## src/rtl/dual_ram_param_if.sv

```systemverilog
// Bus bundle for both ports of dual_ram_param: request fields, read returns
// and the shared collision flag.
interface dual_ram_param_if #(
   parameter int DATA_W = 8,
   parameter int ADDR_W = 6
);
   logic              a_en;
   logic              a_we;
   logic [ADDR_W-1:0] a_addr;
   logic [DATA_W-1:0] a_wdata;
   logic [DATA_W-1:0] a_rdata;
   logic              a_rvalid;
   logic              b_en;
   logic              b_we;
   logic [ADDR_W-1:0] b_addr;
   logic [DATA_W-1:0] b_wdata;
   logic [DATA_W-1:0] b_rdata;
   logic              b_rvalid;
   logic              coll_err;

   modport master (
      output a_en, a_we, a_addr, a_wdata,
      output b_en, b_we, b_addr, b_wdata,
      input  a_rdata, a_rvalid, b_rdata, b_rvalid, coll_err
   );

   modport slave (
      input  a_en, a_we, a_addr, a_wdata,
      input  b_en, b_we, b_addr, b_wdata,
      output a_rdata, a_rvalid, b_rdata, b_rvalid, coll_err
   );
endinterface

```

## src/rtl/dual_ram_param.sv

```systemverilog
// True dual-port synchronous RAM on one clock: per-port read/write, selectable
// read-during-write behaviour, prioritised write collisions, optional output register.
module dual_ram_param #(
   parameter int DATA_W    = 8,
   parameter int ADDR_W    = 6,
   parameter int DEPTH     = 64,
   parameter int READ_MODE = 0,
   parameter int OUT_REG   = 0,
   parameter int COLL_PRIO = 0
) (
   input  logic             clk,
   input  logic             rst_n,
   dual_ram_param_if.slave  bus
);

   localparam int              IDX_W   = (DEPTH > 1) ? $clog2(DEPTH) : 1;
   localparam logic [ADDR_W:0] DEPTH_C = (ADDR_W+1)'(DEPTH);

   logic [DATA_W-1:0] mem_q [DEPTH];

   logic              a_in_rng, b_in_rng;
   logic              a_wr, b_wr, a_rd, b_rd;
   logic              same_addr, coll;
   logic              a_wr_win, b_wr_win;
   logic [IDX_W-1:0]  a_idx, b_idx;
   logic [DATA_W-1:0] a_word, b_word;

   logic [DATA_W-1:0] a_rdata_p1_q, a_rdata_p1_d, b_rdata_p1_q, b_rdata_p1_d;
   logic              a_vld_p1_q, a_vld_p1_d, b_vld_p1_q, b_vld_p1_d;
   logic              coll_err_q, coll_err_d;

   // Out-of-range reads yield zero; bypass forwards the other port's write data.
   function automatic logic [DATA_W-1:0] sel_word(
      input logic              in_rng,
      input logic              bypass,
      input logic [DATA_W-1:0] other_wdata,
      input logic [DATA_W-1:0] arr_word
   );
      if (!in_rng)     return '0;
      else if (bypass) return other_wdata;
      else             return arr_word;
   endfunction

   // Stage p0: decode requests, arbitrate collisions, pick the read word
   always_comb begin
      a_in_rng  = {1'b0, bus.a_addr} < DEPTH_C;
      b_in_rng  = {1'b0, bus.b_addr} < DEPTH_C;
      a_idx     = bus.a_addr[IDX_W-1:0];
      b_idx     = bus.b_addr[IDX_W-1:0];
      a_wr      = bus.a_en & bus.a_we & a_in_rng;
      b_wr      = bus.b_en & bus.b_we & b_in_rng;
      a_rd      = bus.a_en & ~bus.a_we;
      b_rd      = bus.b_en & ~bus.b_we;
      same_addr = (bus.a_addr == bus.b_addr);
      coll      = a_wr & b_wr & same_addr;
      a_wr_win  = a_wr & ~(coll & (COLL_PRIO != 0));
      b_wr_win  = b_wr & ~(coll & (COLL_PRIO == 0));

      a_word = sel_word(a_in_rng, (READ_MODE != 0) && b_wr_win && same_addr,
                        bus.b_wdata, a_in_rng ? mem_q[a_idx] : '0);
      b_word = sel_word(b_in_rng, (READ_MODE != 0) && a_wr_win && same_addr,
                        bus.a_wdata, b_in_rng ? mem_q[b_idx] : '0);

      a_vld_p1_d   = a_rd;
      b_vld_p1_d   = b_rd;
      a_rdata_p1_d = a_rd ? a_word : a_rdata_p1_q;
      b_rdata_p1_d = b_rd ? b_word : b_rdata_p1_q;
      coll_err_d   = coll;
   end

   // Losing collision write is already masked, so statement order is irrelevant.
   always_ff @(posedge clk) begin
      if (rst_n) begin
         if (a_wr_win) mem_q[a_idx] <= bus.a_wdata;
         if (b_wr_win) mem_q[b_idx] <= bus.b_wdata;
      end
   end

   // Stage p1: array read result
   always_ff @(posedge clk or negedge rst_n) begin
      if (!rst_n) begin
         a_rdata_p1_q <= '0;
         b_rdata_p1_q <= '0;
         a_vld_p1_q   <= 1'b0;
         b_vld_p1_q   <= 1'b0;
         coll_err_q   <= 1'b0;
      end else begin
         a_rdata_p1_q <= a_rdata_p1_d;
         b_rdata_p1_q <= b_rdata_p1_d;
         a_vld_p1_q   <= a_vld_p1_d;
         b_vld_p1_q   <= b_vld_p1_d;
         coll_err_q   <= coll_err_d;
      end
   end

   assign bus.coll_err = coll_err_q;

   if (OUT_REG != 0) begin : g_oreg
      logic [DATA_W-1:0] a_rdata_p2_q, a_rdata_p2_d, b_rdata_p2_q, b_rdata_p2_d;
      logic              a_vld_p2_q, a_vld_p2_d, b_vld_p2_q, b_vld_p2_d;

      always_comb begin
         a_vld_p2_d   = a_vld_p1_q;
         b_vld_p2_d   = b_vld_p1_q;
         a_rdata_p2_d = a_vld_p1_q ? a_rdata_p1_q : a_rdata_p2_q;
         b_rdata_p2_d = b_vld_p1_q ? b_rdata_p1_q : b_rdata_p2_q;
      end

      // Stage p2: optional output register
      always_ff @(posedge clk or negedge rst_n) begin
         if (!rst_n) begin
            a_rdata_p2_q <= '0;
            b_rdata_p2_q <= '0;
            a_vld_p2_q   <= 1'b0;
            b_vld_p2_q   <= 1'b0;
         end else begin
            a_rdata_p2_q <= a_rdata_p2_d;
            b_rdata_p2_q <= b_rdata_p2_d;
            a_vld_p2_q   <= a_vld_p2_d;
            b_vld_p2_q   <= b_vld_p2_d;
         end
      end

      assign bus.a_rdata  = a_rdata_p2_q;
      assign bus.b_rdata  = b_rdata_p2_q;
      assign bus.a_rvalid = a_vld_p2_q;
      assign bus.b_rvalid = b_vld_p2_q;
   end else begin : g_noreg
      assign bus.a_rdata  = a_rdata_p1_q;
      assign bus.b_rdata  = b_rdata_p1_q;
      assign bus.a_rvalid = a_vld_p1_q;
      assign bus.b_rvalid = b_vld_p1_q;
   end

endmodule

```

## src/flat_wrapper.sv

```systemverilog
// flat-port wrapper written by rule: the top's interface ports become plain ports
module dual_ram_param_flat 
#(
   parameter int DATA_W    = 8,
   parameter int ADDR_W    = 6,
   parameter int DEPTH     = 64,
   parameter int READ_MODE = 0,
   parameter int OUT_REG   = 0,
   parameter int COLL_PRIO = 0
)
  (clk, rst_n, bus_a_en, bus_a_we, bus_a_addr, bus_a_wdata, bus_b_en, bus_b_we, bus_b_addr, bus_b_wdata, bus_a_rdata, bus_a_rvalid, bus_b_rdata, bus_b_rvalid, bus_coll_err);
  dual_ram_param_if #(.DATA_W(DATA_W), .ADDR_W(ADDR_W)) bus_i ();
  input  logic clk;
  input  logic rst_n;
  input wire logic [$bits(bus_i.a_en)-1:0] bus_a_en;
  input wire logic [$bits(bus_i.a_we)-1:0] bus_a_we;
  input wire logic [$bits(bus_i.a_addr)-1:0] bus_a_addr;
  input wire logic [$bits(bus_i.a_wdata)-1:0] bus_a_wdata;
  input wire logic [$bits(bus_i.b_en)-1:0] bus_b_en;
  input wire logic [$bits(bus_i.b_we)-1:0] bus_b_we;
  input wire logic [$bits(bus_i.b_addr)-1:0] bus_b_addr;
  input wire logic [$bits(bus_i.b_wdata)-1:0] bus_b_wdata;
  output wire logic [$bits(bus_i.a_rdata)-1:0] bus_a_rdata;
  output wire logic [$bits(bus_i.a_rvalid)-1:0] bus_a_rvalid;
  output wire logic [$bits(bus_i.b_rdata)-1:0] bus_b_rdata;
  output wire logic [$bits(bus_i.b_rvalid)-1:0] bus_b_rvalid;
  output wire logic [$bits(bus_i.coll_err)-1:0] bus_coll_err;
  assign bus_i.a_en = bus_a_en;
  assign bus_i.a_we = bus_a_we;
  assign bus_i.a_addr = bus_a_addr;
  assign bus_i.a_wdata = bus_a_wdata;
  assign bus_i.b_en = bus_b_en;
  assign bus_i.b_we = bus_b_we;
  assign bus_i.b_addr = bus_b_addr;
  assign bus_i.b_wdata = bus_b_wdata;
  assign bus_a_rdata = bus_i.a_rdata;
  assign bus_a_rvalid = bus_i.a_rvalid;
  assign bus_b_rdata = bus_i.b_rdata;
  assign bus_b_rvalid = bus_i.b_rvalid;
  assign bus_coll_err = bus_i.coll_err;
  dual_ram_param #(.DATA_W(DATA_W), .ADDR_W(ADDR_W), .DEPTH(DEPTH), .READ_MODE(READ_MODE), .OUT_REG(OUT_REG), .COLL_PRIO(COLL_PRIO)) u_core (.clk(clk), .rst_n(rst_n), .bus(bus_i));
endmodule
```

## config.mk

```make
export PLATFORM = sky130hd
export DESIGN_NAME = dual_ram_param_flat
export DESIGN_NICKNAME = d
export VERILOG_FILES = /design/src/rtl/dual_ram_param_if.sv /design/src/rtl/dual_ram_param.sv /design/src/flat_wrapper.sv
export SDC_FILE = /design/constraint.sdc
export NUM_CORES = 1
export LEC_CHECK = 0
export BUFFER_PORTS_ARGS = -buffer_cell sky130_fd_sc_hd__buf_2
export CAP_MARGIN = 40
export CORE_MARGIN = 2
export CORE_UTILIZATION = 45
export CTS_CLUSTER_DIAMETER = 60
export DETAILED_ROUTE_END_ITERATION = 6
export PLACE_DENSITY = 0.67
export SLEW_MARGIN = 20
export SYNTH_ARGS = -nofsm -noshare
export SYNTH_HDL_FRONTEND = slang
export SYNTH_SLANG_ARGS = --single-unit
```

## constraint.sdc

```tcl
create_clock -name clk -period 2.8 [get_ports clk]
set_clock_uncertainty 0.05 [all_clocks]
set_input_delay 0.56 -clock clk [delete_from_list [all_inputs] [get_ports clk]]
set_output_delay 0.56 -clock clk [all_outputs]
set_load 0.01 [all_outputs]
```

# After elaboration in Yosys (flattened, before gate mapping)

Memory sizes are Yosys's and may differ from the RTL's. A register that Yosys moved wholly into a read port is not among the register bits.
Cells that the tools add are included.

Add/sub/neg operators: 0
Divide/modulo/power cells: 0
Eq/ne operators: 1
Multiplexer cells: 6
Shifts and indexed selects: 0
Reduce and logical (&&, ||, !) cells: 2
$lt $le $gt $ge: 0
Multipliers: 0
Bitwise operators: 10

Operators by type and width:

| cell            | count |
|---|---|
| $and 1x1->1     | 7 |
| $eq 6x6->1      | 1 |
| $mux 1          | 6 |
| $not 1->1       | 3 |
| $logic_not 1->1 | 2 |

Bits in read-only memories: 0
Latch bits: 0
Register bits after elaboration: 3
Bits of input ports: 34
Memory bits (writable): 512
Memories kept: 1
Output and inout bits: 19

Memories:

| memory       | words | bits a word | read ports | clocked after memory_dff | wr ports | line                 | text |
|---|---|---|---|---|---|---|---|
| u_core.mem_q | 64    | 8           | 2          | 2                        | 2        | dual_ram_param.sv:19 | `logic [DATA_W-1:0] mem_q [DEPTH];` |

# Longest topological paths before layout

Depth after elaboration: 8
Gate-level depth with buffers: 10

# Worst setup path after synthesis

No wires, ideal clock.

Path type: input-to-reg
Start: input bus_a_addr[1]
End: memory u_core.mem_q[0][0] (enable)
Cell stages on the path: 7
Slack: -0.068 ns
Path buffers: 5
Arrival: 2.434 ns
Cells stage by stage: buf_2 -> buf_2 -> buf_2 -> buf_2 -> clkbuf_1 -> or3_1 -> o21ai_0

RTL lines:

| what               | line                 | text |
|---|---|---|
| start: declaration | flat_wrapper.sv:17   | `input wire logic [$bits(bus_i.a_addr)-1:0] bus_a_addr;` |
| end: declaration   | dual_ram_param.sv:19 |  |

==> flow_summary_export.csv <==
group,metric,value,unit
timing,setup_slack,-0.02618,ns
timing,period_share,100.9,%
power_and_ir_drop,power_leakage,13.78,nW
clock_tree,cts_buffers,66,
timing,maxSlewHeadroom,39.83,%
worst_setup_path,cp.required,3.11,ns
worst_setup_path,crit_fanout,8,
worst_setup_path,reg2regPathDepth,7,
timing,hold_violations,0,
worst_setup_path,setup.worst_path.class,"primary input to register",
layout,finalInstanceArea,0.03900,sq mm
global_route,grt_pass1_vias,26352,
route,top_layer_used,"met5",
route,drt-met1-wl,55470,um
logic_synthesis,avgSynthCellArea,13.08,sq um
worst_setup_path,endpoint,"u_core.mem_q[59][5]",
worst_setup_path,arrival,3.14,ns
logic_synthesis,synthFlopType,"edfxtp_1",
layout,seqCellArea,0.01585,sq mm
placed_design,dp_hpwl,106100,um
worst_setup_path,worstSetupEndpointType,"register",
placed_design,port_buffers,52,
floorplan,die_h,270.1,um
logic_synthesis,synth_area,0.03186,sq mm
status,violations,"negative setup slack",
floorplan,fp.dieW,270.1,um
global_route,grt_max_degree,65,
layout,layout_common_cells,"589 x mux2_2, 512 x edfxtp_1, 435 x buf_4",
layout,drive_above_1_share,49.17,%
logic_synthesis,ys_seq_area_share,49.75,%
power_and_ir_drop,vdd_drop_max,0.4804,mV
layout,multiInputGateArea,0.01484,sq mm
global_route,globalRouteOverflowTotal,0,
logic_synthesis,synth_area_leaders,"edfxtp_1 48%, mux2_2 21%, mux4_2 4.9%, a221oi_1 4.0%, mux2i_1 2.4%",
clock_tree,cts_tree,"yes",
timing,tightest_slew,0.9025,ns
clock_tree,htreeDepth,3,
floorplan,die_area,0.07294,sq mm
logic_synthesis,ys_async_sr_fraction,3.578,%
layout,layout_commonest_cell,"mux2_2",
timing,drv_slew,0,
logic_synthesis,synth_cell_types,65,
global_route,grt.total_usage,40.50,%
worst_hold_path,hp-start,"bus_a_wdata[3]",
floorplan,start_util,45.49,%
logic_synthesis,yosysWarnings,0,
global_route,antenna_found_initial,12,
floorplan,io_pins,53,
clock_tree,cts_sinks,531,
route,met2_wirelength,64170,um
timing,finalSetupViolations,21,
clock_tree,clock_path_buffers,3,
placed_design,gp_congestion,1.040,
worst_setup_path,cp-startpoint,"bus_b_addr[2]",
floorplan,core_area,0.07003,sq mm
clock_tree,worstSkewPairLatency,0.63,ns
route,first_pass_iters,7,
worst_hold_path,hold_class,"primary input to register",
status,status,"finished, violations left",
clock_tree,cts-root-buf,"clkbuf_16",
logic_synthesis,synth_enable_flop_cells,512,
logic_synthesis,yosysTopAreaCellShare,48.26,%
timing,timing.fmax,353.8,MHz
power_and_ir_drop,powerDensity,523.6,mW/mm^2
route,viasPerCell,7.208,
layout,fill_cells,5892,
layout,layout.nets,2812,
route,wl_met3,20160,um
global_route,grt_first_pass_wirelength,208400,um
route,wl_per_cell,40.01,um
floorplan,rows,97,
clock_tree,clk_pin_slew,0.06,ns
logic_synthesis,synthesis.nets,2470,
worst_setup_path,start_kind,"primary input",
route,wirelength,151000,um
logic_synthesis,ys_seq_elements,531,
logic_synthesis,syn_inst,2436,
route,route.antenna.remaining_nets,0,
timing,rsz0062_at_grt,"false",
route,route.detailed.drc,0,
timing,fin_crit,2.826,ns
layout,area_delta_synth_final,22.43,%
worst_setup_path,timing.rr.start,"u_core.mem_q[6][0]",
logic_synthesis,yosys.area.top_type,"edfxtp_1",
worst_setup_path,reg2reg_slack,0.18,ns
worst_setup_path,reg2reg_to,"u_core.bus.a_rdata[0]",
placed_design,place_area,0.03685,sq mm
placed_design,pre_cts_ws,-0.6288,ns
route,vias,27209,
route,drtIter0Drc,4545,
job,max_cap_viol_count,0,
==> synthesized netlist by cell type (all sizes together), types with 7 or more instances <==
master	instances
o32a	11
o211ai	10
nand3	18
o21ai	89
o22ai	78
mux2i	76
mux2	594
clkbuf	181
nor2	107
a21oi	54
a221oi	147
and2	7
and3	11
nand2	89
nand4	8
dfrtp	19
edfxtp	512
a31oi	10
a22o	14
nor3	12
mux4	70
a22oi	95
nor2b	15
nand2b	7
buf	103
o31ai	7
a211oi	10
o221ai	11
==> routing by layer <==
layer	up-vias	track usage, %
met5	-	0
met2	2453	59.22
met1	13633	52.49
met4	6	24.66
met3	567	12.72
li1	10550	-
==> cell type report <==
class                           instances  share of cell area [%]
Clock buffer                           81                   4.543
Inverter                                8                 0.07699
Sequential cell                       531                   40.64
Antenna cell                            8                 0.05133
Multi-Input combinational cell       1613                   38.04
Clock inverter                         36                  0.8052
Timing Repair Buffer                  558                   12.82
Tap cell                              940                   3.016
==> how the worst min path moves through the flow <==
stage                     cells after the start                     to  slack (ns)
after floorplan                               0  u_core.bus.a_rdata[0]        0.21
after global placement                        1  u_core.bus.b_rdata[0]        0.49
after detailed placement                      1  u_core.bus.b_rdata[0]        0.48
after CTS                                     2    u_core.mem_q[53][3]        0.37
after global routing                          2    u_core.mem_q[53][3]        0.38
final                                         2     u_core.mem_q[7][3]        0.37
==> where the power goes <==
group	internal (mW)	leakage, nW	switching, mW
Combinational	1.22	7.94	1.82
Sequential	8.78	4.82	0.105
Clock	4.89	1.02	3.60
Total	14.9	13.8	5.53
==> cells by family (layout without fill, tap and decap cells) <==
| family | Yosys count | count (layout) | share of synthesized area [%] |
|---|---|---|---|
| muxes | 740 | 740 | 28.33 |
| AOI/OAI and AO/OA | 569 | 569 | 12.91 |
| DFF | 531 | 531 | 49.75 |
| and+or+nand+nor | 298 | 298 | 4.929 |
| buffers and inverters | 292 | 683 | 3.912 |
| xor gates and xnor gates | 6 | 6 | 0.1650 |
| other | 0 | 8 | 0 |
==> worst max-delay path, stage by stage <==
cell and delay (ns):
buf_4 0.12, xor2_1 0.43, or4_4 0.25, buf_4 0.11, o211ai_2 0.10, buf_4 0.15
nand2b_1 0.14, buf_4 0.17, buf_4 0.15, nor2_2 0.53, mux2_2 0.42
==> state kept, by name, indices dropped and copies added, names as in the netlist <==
name,count
u_core.bus.a_rdata,8
u_core.bus.coll_err,1
u_core.bus.b_rdata,8
u_core.bus.b_rvalid,1
u_core.mem_q,512
u_core.bus.a_rvalid,1
==> metrics by stage <==
step / util [%] / TNS (ns) / hold WS, ns / total power, mW / std cells
after floorplan: - / -1.081 / 0.2144 / 10.41 / 2436
after global routing: 55.68 / 0 / 0.3813 / 20.75 / 3772
after detailed placement: 52.63 / -274.06 / 0.4823 / 11.93 / 3648
after global placement: 52.50 / -371.59 / 0.4865 / 11.91 / 3640
after CTS: 55.65 / 0 / 0.3729 / 20.29 / 3767
final: 55.69 / -0.1908 / 0.3734 / 20.42 / 3775
==> repair_timing <==
item	4_1_cts	5_1_grt
buffers inserted	0	0
hold buffers	2	0
gates resized for setup	0	3
hold endpoints to repair	19	0
endpoints found under the setup margin	0	19
Note: power is estimated with default switching activity, not from simulation.
